`src/rtl/ftnn_pkg.sv`:
```
// Shared types and constants for the TMR first-layer neuron datapath.
// Weight words are n-bit 6.10 fixed point followed by a cl-bit CRC.
package ftnn_pkg;

   typedef enum logic [2:0] {
      S_IDLE,
      S_FETCH,
      S_CAPT,
      S_EVAL,
      S_DONE
   } fetch_state_e;

   localparam int DEF_M    = 8;
   localparam int DEF_N    = 16;
   localparam int DEF_CL   = 8;
   localparam int INTBITS  = 6;
   localparam int FRACBITS = 10;
   localparam int WORD_W   = DEF_N + DEF_CL;

endpackage

```
`src/rtl/wcrc_fetch.sv`:
```
// Weight-fetch stage: loads M CRC-protected words into the flat Wcrc bus
// and re-fetches the set when the neuron reports a CRC/voting error.
module wcrc_fetch
   import ftnn_pkg::*;
#(
   parameter int M        = DEF_M,
   parameter int n        = DEF_N,
   parameter int cl       = DEF_CL,
   parameter int AW       = 8,
   parameter int EVAL_CYC = 1,
   parameter int MAXRETRY = 3
) (
   input  logic              clk,
   input  logic              rst,
   input  logic              start,
   input  logic [AW-1:0]     base_addr,
   output logic              mem_rd,
   output logic [AW-1:0]     mem_addr,
   input  logic [n+cl-1:0]   mem_rdata,
   input  logic              rfflag,
   input  logic              invalid,
   output logic [M*(n+cl)-1:0] Wcrc,
   output logic              wvalid,
   output logic              busy,
   output logic              done,
   output logic              fault,
   output logic [1:0]        retry_cnt
);

   localparam int W  = n + cl;
   localparam int CW = (M > 1) ? $clog2(M) : 1;
   localparam int EW = (EVAL_CYC > 1) ? $clog2(EVAL_CYC) : 1;
   localparam logic [CW-1:0] KLAST = CW'(M - 1);
   localparam logic [EW-1:0] ELAST = EW'(EVAL_CYC - 1);
   localparam logic [1:0]    RMAX  = 2'(MAXRETRY);

   fetch_state_e       state_q;
   logic [AW-1:0]      base_q;
   logic [AW-1:0]      addr_q;
   logic               rd_q;
   logic [CW-1:0]      k_q;
   logic               pend_q;
   logic [CW-1:0]      pidx_q;
   logic [EW-1:0]      ecnt_q;
   logic [1:0]         retry_q;
   logic               wvalid_q;
   logic               done_q;
   logic               fault_q;
   logic [M*W-1:0]     wcrc_q;

   logic               err;
   assign err = rfflag | invalid;

   always_ff @(posedge clk or posedge rst) begin
      if (rst) begin
         state_q  <= S_IDLE;
         base_q   <= '0;
         addr_q   <= '0;
         rd_q     <= 1'b0;
         k_q      <= '0;
         pend_q   <= 1'b0;
         pidx_q   <= '0;
         ecnt_q   <= '0;
         retry_q  <= '0;
         wvalid_q <= 1'b0;
         done_q   <= 1'b0;
         fault_q  <= 1'b0;
         wcrc_q   <= '0;
      end else begin
         // Read data lags the strobe by one cycle; track it with its slot.
         pend_q <= rd_q;
         pidx_q <= k_q;
         if (pend_q) begin
            wcrc_q[pidx_q*W +: W] <= mem_rdata;
         end

         unique case (state_q)
            S_IDLE: begin
               if (start) begin
                  base_q   <= base_addr;
                  addr_q   <= base_addr;
                  rd_q     <= 1'b1;
                  k_q      <= '0;
                  fault_q  <= 1'b0;
                  retry_q  <= '0;
                  wvalid_q <= 1'b0;
                  state_q  <= S_FETCH;
               end
            end
            S_FETCH: begin
               if (k_q == KLAST) begin
                  rd_q    <= 1'b0;
                  state_q <= S_CAPT;
               end else begin
                  k_q    <= k_q + 1'b1;
                  addr_q <= base_q + AW'(k_q) + AW'(1);
               end
            end
            S_CAPT: begin
               wvalid_q <= 1'b1;
               ecnt_q   <= '0;
               state_q  <= S_EVAL;
            end
            S_EVAL: begin
               if (ecnt_q != ELAST) begin
                  ecnt_q <= ecnt_q + 1'b1;
               end else if (err && retry_q < RMAX) begin
                  retry_q  <= retry_q + 1'b1;
                  wvalid_q <= 1'b0;
                  addr_q   <= base_q;
                  rd_q     <= 1'b1;
                  k_q      <= '0;
                  state_q  <= S_FETCH;
               end else begin
                  if (err) begin
                     fault_q  <= 1'b1;
                     wvalid_q <= 1'b0;
                  end
                  done_q  <= 1'b1;
                  state_q <= S_DONE;
               end
            end
            S_DONE: begin
               done_q  <= 1'b0;
               state_q <= S_IDLE;
            end
            default: state_q <= S_IDLE;
         endcase
      end
   end

   assign mem_rd    = rd_q;
   assign mem_addr  = addr_q;
   assign Wcrc      = wcrc_q;
   assign wvalid    = wvalid_q;
   assign busy      = (state_q != S_IDLE);
   assign done      = done_q;
   assign fault     = fault_q;
   assign retry_cnt = retry_q;

endmodule

```
`config.mk`:
```
export PLATFORM = sky130hd
export DESIGN_NAME = wcrc_fetch
export DESIGN_NICKNAME = d
export VERILOG_FILES = /design/src/rtl/ftnn_pkg.sv /design/src/rtl/wcrc_fetch.sv
export SDC_FILE = /design/constraint.sdc
export NUM_CORES = 1
export LEC_CHECK = 0
export CAP_MARGIN = 10
export CORE_MARGIN = 5
export CORE_UTILIZATION = 46
export DETAILED_ROUTE_END_ITERATION = 12
export PLACE_DENSITY = 0.87
export REMOVE_ABC_BUFFERS = 1
export SYNTH_ARGS = -nofsm -noshare
export SYNTH_HDL_FRONTEND = slang
export SYNTH_SLANG_ARGS = --single-unit
```
`constraint.sdc`:
```
create_clock -name clk -period 9.65 [get_ports clk]
set_clock_uncertainty 0.2 [all_clocks]
set_input_delay 2.895 -clock clk [delete_from_list [all_inputs] [get_ports clk]]
set_output_delay 2.895 -clock clk [all_outputs]
set_load 0.05 [all_outputs]
```
Word-level counts from Yosys, hierarchy flattened --
Index checks and enable logic that the tools add are counted.
Cells by class: $add $sub $neg 6, multiply operators 1, div/mod/pow operators 0, order comparisons 1, eq/ne operators 13, shift operators 2, multiplexer cells 39, bitwise logic cells 1, reduce and logical (&&, ||, !) cells 16
Operators with widths (count):
- 192-bit bitwise mux | 1
- 24-bit by 34-bit variable shift with 192-bit output, first input constant | 1
- 24-bit by 34-bit indexed part select with 192-bit output | 1
- 8-bit negation with 34-bit output | 1
- 8-bit 2-to-1 mux | 4
- 3-bit 2-to-1 mux | 8
- 8-bit one-hot mux with 3 select lines | 1
- 5-bit AND reduction | 3
- 1-bit 2-to-1 mux | 14
- 2-bit != test, second input constant | 7
- 3-bit one-hot mux with 4 select lines | 1
- 3-bit one-hot mux with 3 select lines | 1
- 3-bit nonzero test | 3
- 8-bit by 1-bit adder with 8-bit output, second input constant | 1
- 8-bit by 3-bit adder with 8-bit output | 1
- 4-bit AND reduction | 2
- 3-bit by 2-bit == test with 1-bit output, second input constant | 2
- 3-bit == test, second input constant | 2
- 2-bit 2-to-1 mux | 3
- 1-bit one-hot mux with 2 select lines | 3
- 1-bit one-hot mux with 3 select lines | 2
- 3-bit AND reduction | 2
- 2-bit nonzero test | 3
- 3-bit by 2-bit multiplier with 5-bit output, second input constant | 1
- other kinds (11) | 11
Word-level totals: bits in registers 225, latch bits 0, bits in writable memories 0, memory bits (read-only) 0, word-level logic and storage cells 92, memories kept 0

Logic depth before layout (Yosys ltp) --
depth after elaboration 5, depth in mapped cells 14, mapped depth without buffers 10

Worst setup path before layout --
No wires, ideal clock.
kind input -> register, from in invalid, to reg k_q[0], arrival 3.999 ns, required time 9.332 ns, setup slack 5.333 ns, cell stages on the path 7, path buffers 1, path through nor2_1 > nor2_1 > nor3b_1 > a211o_1 > clkbuf_1 > nor4_1 > a21o_1
Between the ends: cells in the longest elaborated chain, start to end 4
Ends and longest elaborated chain:
- start, declared | RTL line wcrc_fetch.sv:21 | input logic invalid,
- 1-bit OR | RTL line wcrc_fetch.sv:52 | assign err = rfflag | invalid;
- 1-bit logical AND | RTL line wcrc_fetch.sv:107 | end else if (err && retry_q < RMAX) begin
- 2-bit != test (no line)
- 5-bit AND reduction (no line)
- end signal, assigned | RTL line wcrc_fetch.sv:95 | k_q <= k_q + 1'b1;
- end, declared | RTL line wcrc_fetch.sv:41 | logic [CW-1:0] k_q;
Every way passes these cells. A chain may end at the register's enable or synchronous reset.

Final worst setup path --
from reg pidx_q[0], to reg wcrc_q[135] (netlist: Wcrc[135])
Between the ends: cells in the longest elaborated chain, start to end 4, elaborated cells between the ends (all ways) 5, classes of those cells add/sub: 1; mul: 1; shift: 2; mux: 1
Ends and longest elaborated chain:
- start, declared | RTL line wcrc_fetch.sv:43 | logic [CW-1:0] pidx_q;
- start signal, assigned | RTL line wcrc_fetch.sv:72 | pidx_q <= k_q;
- 3-bit by 2-bit multiplier with 5-bit output * | RTL line wcrc_fetch.sv:74 | wcrc_q[pidx_q*W +: W] <= mem_rdata;
- 8-bit negation with 34-bit output * | RTL line wcrc_fetch.sv:74
- 24-bit by 34-bit indexed part select with 192-bit output or 24-bit by 34-bit variable shift with 192-bit output (tied branches) | RTL line wcrc_fetch.sv:74
- 192-bit bitwise mux * | RTL line wcrc_fetch.sv:74
- end signal, assigned by index | RTL line wcrc_fetch.sv:74
- end, declared | RTL line wcrc_fetch.sv:49 | logic [M*W-1:0] wcrc_q;
Mark *: on every way between the ends. The rest lies on a longest branch, timed or not.

==> impl_metrics.toml <==
[critical_path]
worstPathBufferInverterCount = 1
crit_type = "flip-flop to flip-flop"
cp-end-kind = "flip-flop"
reg2reg_slack_ps = 4100
crit_path_cell_trace = "buf_4, ha_1, fa_1, nand2b_1, nor2_1, ha_1, nand2_1, a21oi_1, nand4_1, o31ai_1"
worst_path_max_delay_cell = "a21oi_1"
slowest_delay_ps = 770
start_kind = "flip-flop"
cp.arrival_ps = 5750
worstPathMaxFanout = 55
cpLargestDelayFamily = "adder cells"
path_common_cell = "ha_1"
required_ps = 9850

[drt]
wl_per_cell_um = 21.2
drc = 0
vias_per_cell = 5.75
ant_nets = 0
wl_um = 33400
drt_iter0_markers = 801
firstDrtPassIters = 5
vias = 9043

[timing]
worst_slew_pin_slew_ps = 1160
layout_min_cycle_time_ps = 5550
fmax_mhz = 180
rsz0062_at_grt = "false"
setup_violations = 0
finalCritPeriodShare = 0.576
hold_viol = 0
slew_viol_final = 0
slew_headroom = 0.222
setup_tns_ps = 0

[die]
dieArea_sq_um = 26400
dieHeight_um = 163
io_pins = 244
start_util = 0.470
core-area_sq_um = 22800
rows = 55
die_x_um = 163

[cts]
postCtsResizedCells = 0
root_buffer = "clkbuf_16"
cts_tree = "yes"
cts-buffers-inserted = 24
cts-htree-levels = 1
cts_sinks = 224
postCtsSetupBuffers = 0
clkSlewWorstSetupHoldPaths_ps = 60
clkLatencyLatePin_ps = 510
cts_hold_buffers = 0
cts_buffer_depth = 3

[global_routing]
grt_pass1_wl_um = 51900
busiest_layer = "met2"
antenna_found_initial = 0
track_usage = 0.246
use_met1 = 0.332
use_met3 = 0.0549
grt_max_degree = 142
overflow = 0
grt_pass1_vias = 9030
grt_use_met2 = 0.401

[cells_and_area]
register_area_sq_um = 5610
layout-drive-gt1-share = 0.123
syn_to_final_growth_pct = 31.8
multi_input_area_sq_um = 4810
fillerInstances = 1802
layout.nets = 1293

[synthesis]
yosys.cell_types.count = 64
synth_edf_count = 0
async_reset_ff_frac = 1.00
synthCells = 1026
yosysWarnings = 0
ys.flop_type = "dfrtp_1"
ys_ff_latch = 224
syn-cell-area_sq_um = 10700
avgSynthCellArea_sq_um = 10.4
ys_seq_area_frac = 0.524

[placement]
io_buffer_count = 243
dp_hpwl_um = 24400
routabilityCongestion = 0.944

[worst_hold_path]
holdCritPathClass = "flip-flop to flip-flop"

[flow_run]
drv_cap = 0

[run_status]
status = "finished clean"
layout by cell type (no fill, tap or decap), types with 23 or more instances in the layout:
cell type | synthesis | final
nand2_1 | 202 | 202
mux2_2 | 87 | 87
a22o_1 | 25 | 25
clkbuf_16 | 0 | 25
nor2_1 | 50 | 50
o31ai_1 | 40 | 40
o21ai_0 | 114 | 114
o22ai_1 | 23 | 23
clkdlybuf4s50_1 | 0 | 243
dfrtp_1 | 224 | 223
mux2i_1 | 25 | 25
final timing paths:
kind / start / to / cells after the start
worst max register to register: pidx_q[0] / Wcrc[135] / 10
worst min-delay path: mem_rd / pend_q / 0
min in group asynchronous: rst / Wcrc[182] / 2
max in group asynchronous: rst / pidx_q[0] / 3
worst max-delay path: pidx_q[0] / Wcrc[135] / 10
worst min register to register: mem_rd / pend_q / 0
layer usage:
layer | up-vias | wire length, um
met5 | - | 0
met4 | 0 | 1150
met3 | 79 | 3210
met2 | 486 | 15700
met1 | 4391 | 13300
li1 | 4087 | -
stage by stage:
stage | std cells | instance area [sq um] | hold WS [ps] | util | setup WS (ps)
3_3_place_gp | 1529 | 13300 | 196 | 0.586 | 4180
4_1_cts | 1571 | 14100 | 213 | 0.619 | 4210
2_1_floorplan | 967 | 10500 | 203 | - | 421
6_report | 1572 | 14100 | 212 | 0.619 | 4100
5_1_grt | 1571 | 14100 | 227 | 0.619 | 3720
3_5_place_dp | 1529 | 13300 | 201 | 0.586 | 4050
kinds of logic (layout without fill, tap and decap cells):
kind of cell	Yosys count	in the layout	synth area share
compound gates	267	267	0.162
xor+xnor	14	14	0.0153
fa+ha+maj	14	14	0.0178
buf+inv	72	304	0.0271
flops	224	224	0.524
mux	120	120	0.126
other cells	0	1	0
simple gates	315	315	0.128
synth_stat cells (all sizes together), types with 2 or more instances:
cell / instances / area, sq um
and3: 3 / 18.8
inv: 12 / 45.0
nor3: 11 / 71.3
a211o: 2 / 17.5
nor4: 4 / 37.5
o22ai: 23 / 144
nor4b: 4 / 41.3
mux2: 95 / 1100
clkbuf: 41 / 154
o31a: 4 / 35.0
o21ai: 115 / 576
nand2b: 7 / 43.8
o31ai: 40 / 300
xor2: 7 / 76.3
a22oi: 9 / 67.6
and2: 4 / 25.0
a221oi: 3 / 26.3
o41ai: 3 / 33.8
nand3: 10 / 55.1
or3: 5 / 31.3
a21o: 6 / 45.0
a211oi: 3 / 27.5
ha: 12 / 150
nand2: 202 / 758
xnor2: 7 / 87.6
nor2b: 6 / 37.5
fa: 2 / 40.0
o22a: 7 / 61.3
dfrtp: 224 / 5610
nor2: 51 / 194
a22o: 25 / 219
nand4: 2 / 12.5
buf: 18 / 87.6
a31oi: 2 / 18.8
mux2i: 25 / 250
a21oi: 21 / 105
final cells by class:
| class | count | area share |
|---|---|---|
| Sequential cell | 224 | 0.398 |
| Multi-Input combinational cell | 730 | 0.341 |
| Timing Repair Buffer | 249 | 0.176 |
| Clock buffer | 36 | 0.0515 |
| Tap cell | 313 | 0.0278 |
| Inverter | 13 | 0.00399 |
| Clock inverter | 6 | 0.00240 |
| Antenna cell | 1 | 0.000177 |
flip-flops by register name (all words and copies together), names as in the netlist:
signal / flops
Wcrc: 192
wvalid: 1
k_q: 3
mem_rd: 1
fault: 1
retry_cnt: 2
state_q: 3
done: 1
mem_addr: 8
base_q: 8
pend_q: 1
pidx_q: 3
Power is not shown: default switching activity piles up to over one toggle a cycle in this logic, so the estimate is an artifact.
==> patch (same flow settings) <==
Re-encode `fetch_state_e` (5 states) as one-hot, 5 bits wide.
--- a/src/rtl/ftnn_pkg.sv
+++ b/src/rtl/ftnn_pkg.sv
@@ -3,10 +3,10 @@
 package ftnn_pkg;
 
-   typedef enum logic [2:0] {
-      S_IDLE,
-      S_FETCH,
-      S_CAPT,
-      S_EVAL,
-      S_DONE
+   typedef enum logic [4:0] {
+      S_IDLE  = 5'b00001,
+      S_FETCH = 5'b00010,
+      S_CAPT  = 5'b00100,
+      S_EVAL  = 5'b01000,
+      S_DONE  = 5'b10000
    } fetch_state_e;
 
Formal check against the unedited RTL: same outputs for any inputs over 4 cycles, from zero or initial values and one cycle with rst high; so few cycles prove little.
==> patch against the original RTL <==
Wire length rose by 8.5%; register-to-register slack improved by 300 ps; utilization is 0.085 points higher; largest cell class unchanged; design area increased by 3.8%; worst setup slack got worse by 7.9 ps; area after synthesis rose by 3.5%; synthesized cell count is 1.8% higher; sequential cell count increased by 2; hold slack improved by 9.9 ps.
==> patch: results (changes against the original RTL) <==
----------------------------------------------------
[STA]
  Worst-margin pin slew ... 1250 ps (+88.5 ps)

[Setup path]
  Critical path arrival ... 2470 ps (-3280 ps)
  Critical Path Max Stage Delay ... 810 ps (+40 ps)
  Critical Path Fanout Max ... 15 (-73%)
  Cell class contributing the biggest share of worst-path delay ... buffers and inverters
  Standard cell with the maximum stage delay on the critical path ... clkdlybuf4s50_1
  R2R depth ... 9 (-1)

[Synthesis]
  Sequential-to-total area share from yosys stat ... 51.0% (-1.3 points)
  Yosys warning total ... 0 (unchanged)
  Share of synthesized registers carrying an async set or reset ... 100% (unchanged)
  Number of enable flip-flop cells after synthesis ... 0 (unchanged)
  Biggest area contributors in the synthesized netlist ... dfrtp_1 51%, mux2_2 11%, o21ai_0 4.9%
  Number of distinct library cell variants in the gate-level netlist after synthesis ... 63 (-1.6%)
  Ranking of synthesized cells by instance count ... 225 x dfrtp_1, 128 x nand2_1, 113 x mux2_2, 108 x o21ai_0, 49 x nor2_1

[Global route]
  Total global routing track utilization ... 25.8% (+1.2 points)
  Largest net degree at the start of global routing ... 147 (+3.5%)
  Met1 usage ... 32.8% (-0.36 points)
  Met3 Use GR ... 6.38% (+0.89 points)
  Via count of the first global-routing pass ... 9611 (+6.4%)
  Met2 Usage GRT ... 42.5% (+2.4 points)
  Initial antenna violation count ... 0 (unchanged)
  First-pass GRT wire length ... 55200 µm (+6.4%)

[Place]
  HPWL after DPL ... 25900 µm (+6.1%)
  I/O Buffers ... 243 (unchanged)
  Worst slack after detailed placement ... 4240 ps (+183 ps)
  Global placement routability congestion ... 0.985 (+4.4%)

[Clocking]
  CTS Root Buffer Type ... clkbuf_16
  TritonCTS buffer count ... 25 (+4.2%)
  Clock transition at the registers of the reported paths ... 60 ps (about the same)
  CTS H-tree depth ... 1 (unchanged)
  Maximum number of buffers from clock root to sink ... 3 (unchanged)
  Latest clock arrival within the worst-skew pair ... 530 ps (+20 ps)
  Gates resized, CTS repair ... 0 (unchanged)
  Post-CTS Repair Setup Buffers ... 0 (unchanged)

[Route]
  Via density per instance ... 6.03 (+4.8%)
  Number of DRC markers after the initial detailed-route iteration ... 1197 (+49%)
  Final wirelength ... 36200 µm (+8.5%)
  Detailed-router iteration count before antenna repair ... 6 (+1)

[Layout]
  FILL cells ... 1858 (+3.1%)
  Post-layout net count ... 1312 (+1.5%)
  Proportion of layout cells with a drive suffix above 1 ... 14.8% (+2.4 points)
  Max reg flops ... 192 (unchanged)
  Final antenna diode count ... 0 (-1)

[Pwr]
  IR drop worst, VDD ... 224 µV
  Proportion of power drawn by the clock network ... 18.1%
  Total net switching power ... 2.71 mW
  Standby leakage power ... 6.28 nW
  Relative contribution of combinational cells to total power ... 54.4%

[Worst hold path]
  Cell depth of the worst min-delay path ... 0 (unchanged)
  Hold Path Class ... flop to flop

[Outcome]
  Result of the run ... completed

----------------------------------------------------
[patch: final timing paths]
| check | from | endpoint | slack (ps) |
|---|---|---|---|
| worst max-delay path | state_q[3] | busy | 4090 |
| worst min-delay path | k_q[0] | pidx_q[0] | 220 |
| max in group asynchronous | rst | Wcrc[136] | 4930 |
| worst min register to register | k_q[0] | pidx_q[0] | 220 |
| min in group asynchronous | rst | Wcrc[162] | 2770 |
| worst max register to register | pidx_q[0] | Wcrc[6] | 4400 |
[patch: metrics by stage]
| step | instances | util [%] | cell area, µm² | power [mW] |
|---|---|---|---|---|
| finish | 1599 | 62.0 | 14600 | 5.62 |
| global route | 1599 | 62.0 | 14600 | 5.86 |
| CTS | 1597 | 61.9 | 14600 | 5.63 |
| detailed placement | 1551 | 58.2 | 13700 | 4.59 |
| global placement | 1551 | 58.2 | 13700 | 4.50 |
| floorplan | 980 | - | 10800 | 3.51 |
[patch: cell type report]
| cell class | count | area share (%) |
|---|---|---|
| well taps | 319 | 2.73 |
| repair buffers | 254 | 17.2 |
| inverters | 21 | 0.590 |
| multi-input cells | 733 | 34.8 |
| flip-flops and latches | 226 | 38.6 |
| clock buffers | 29 | 4.51 |
| clock inverters | 17 | 1.58 |
[patch: cells by family after synthesis]
family | Yosys count | synth area share (%)
AO/OA/AOI/OAI | 296 | 17.7
XOR/XNOR | 10 | 1.06
adder cells (fa/ha/maj) | 14 | 1.72
multiplexers | 135 | 13.5
buffers and inverters | 85 | 3.09
AND/OR/NAND/NOR | 278 | 11.9
flip-flops | 226 | 51.0
[patch: per-layer routing]
layer	wire length, µm	part of all wire (%)
met1	13600	38
met2	17000	47
met3	3910	11
met4	1640	4.5
met5	0	0
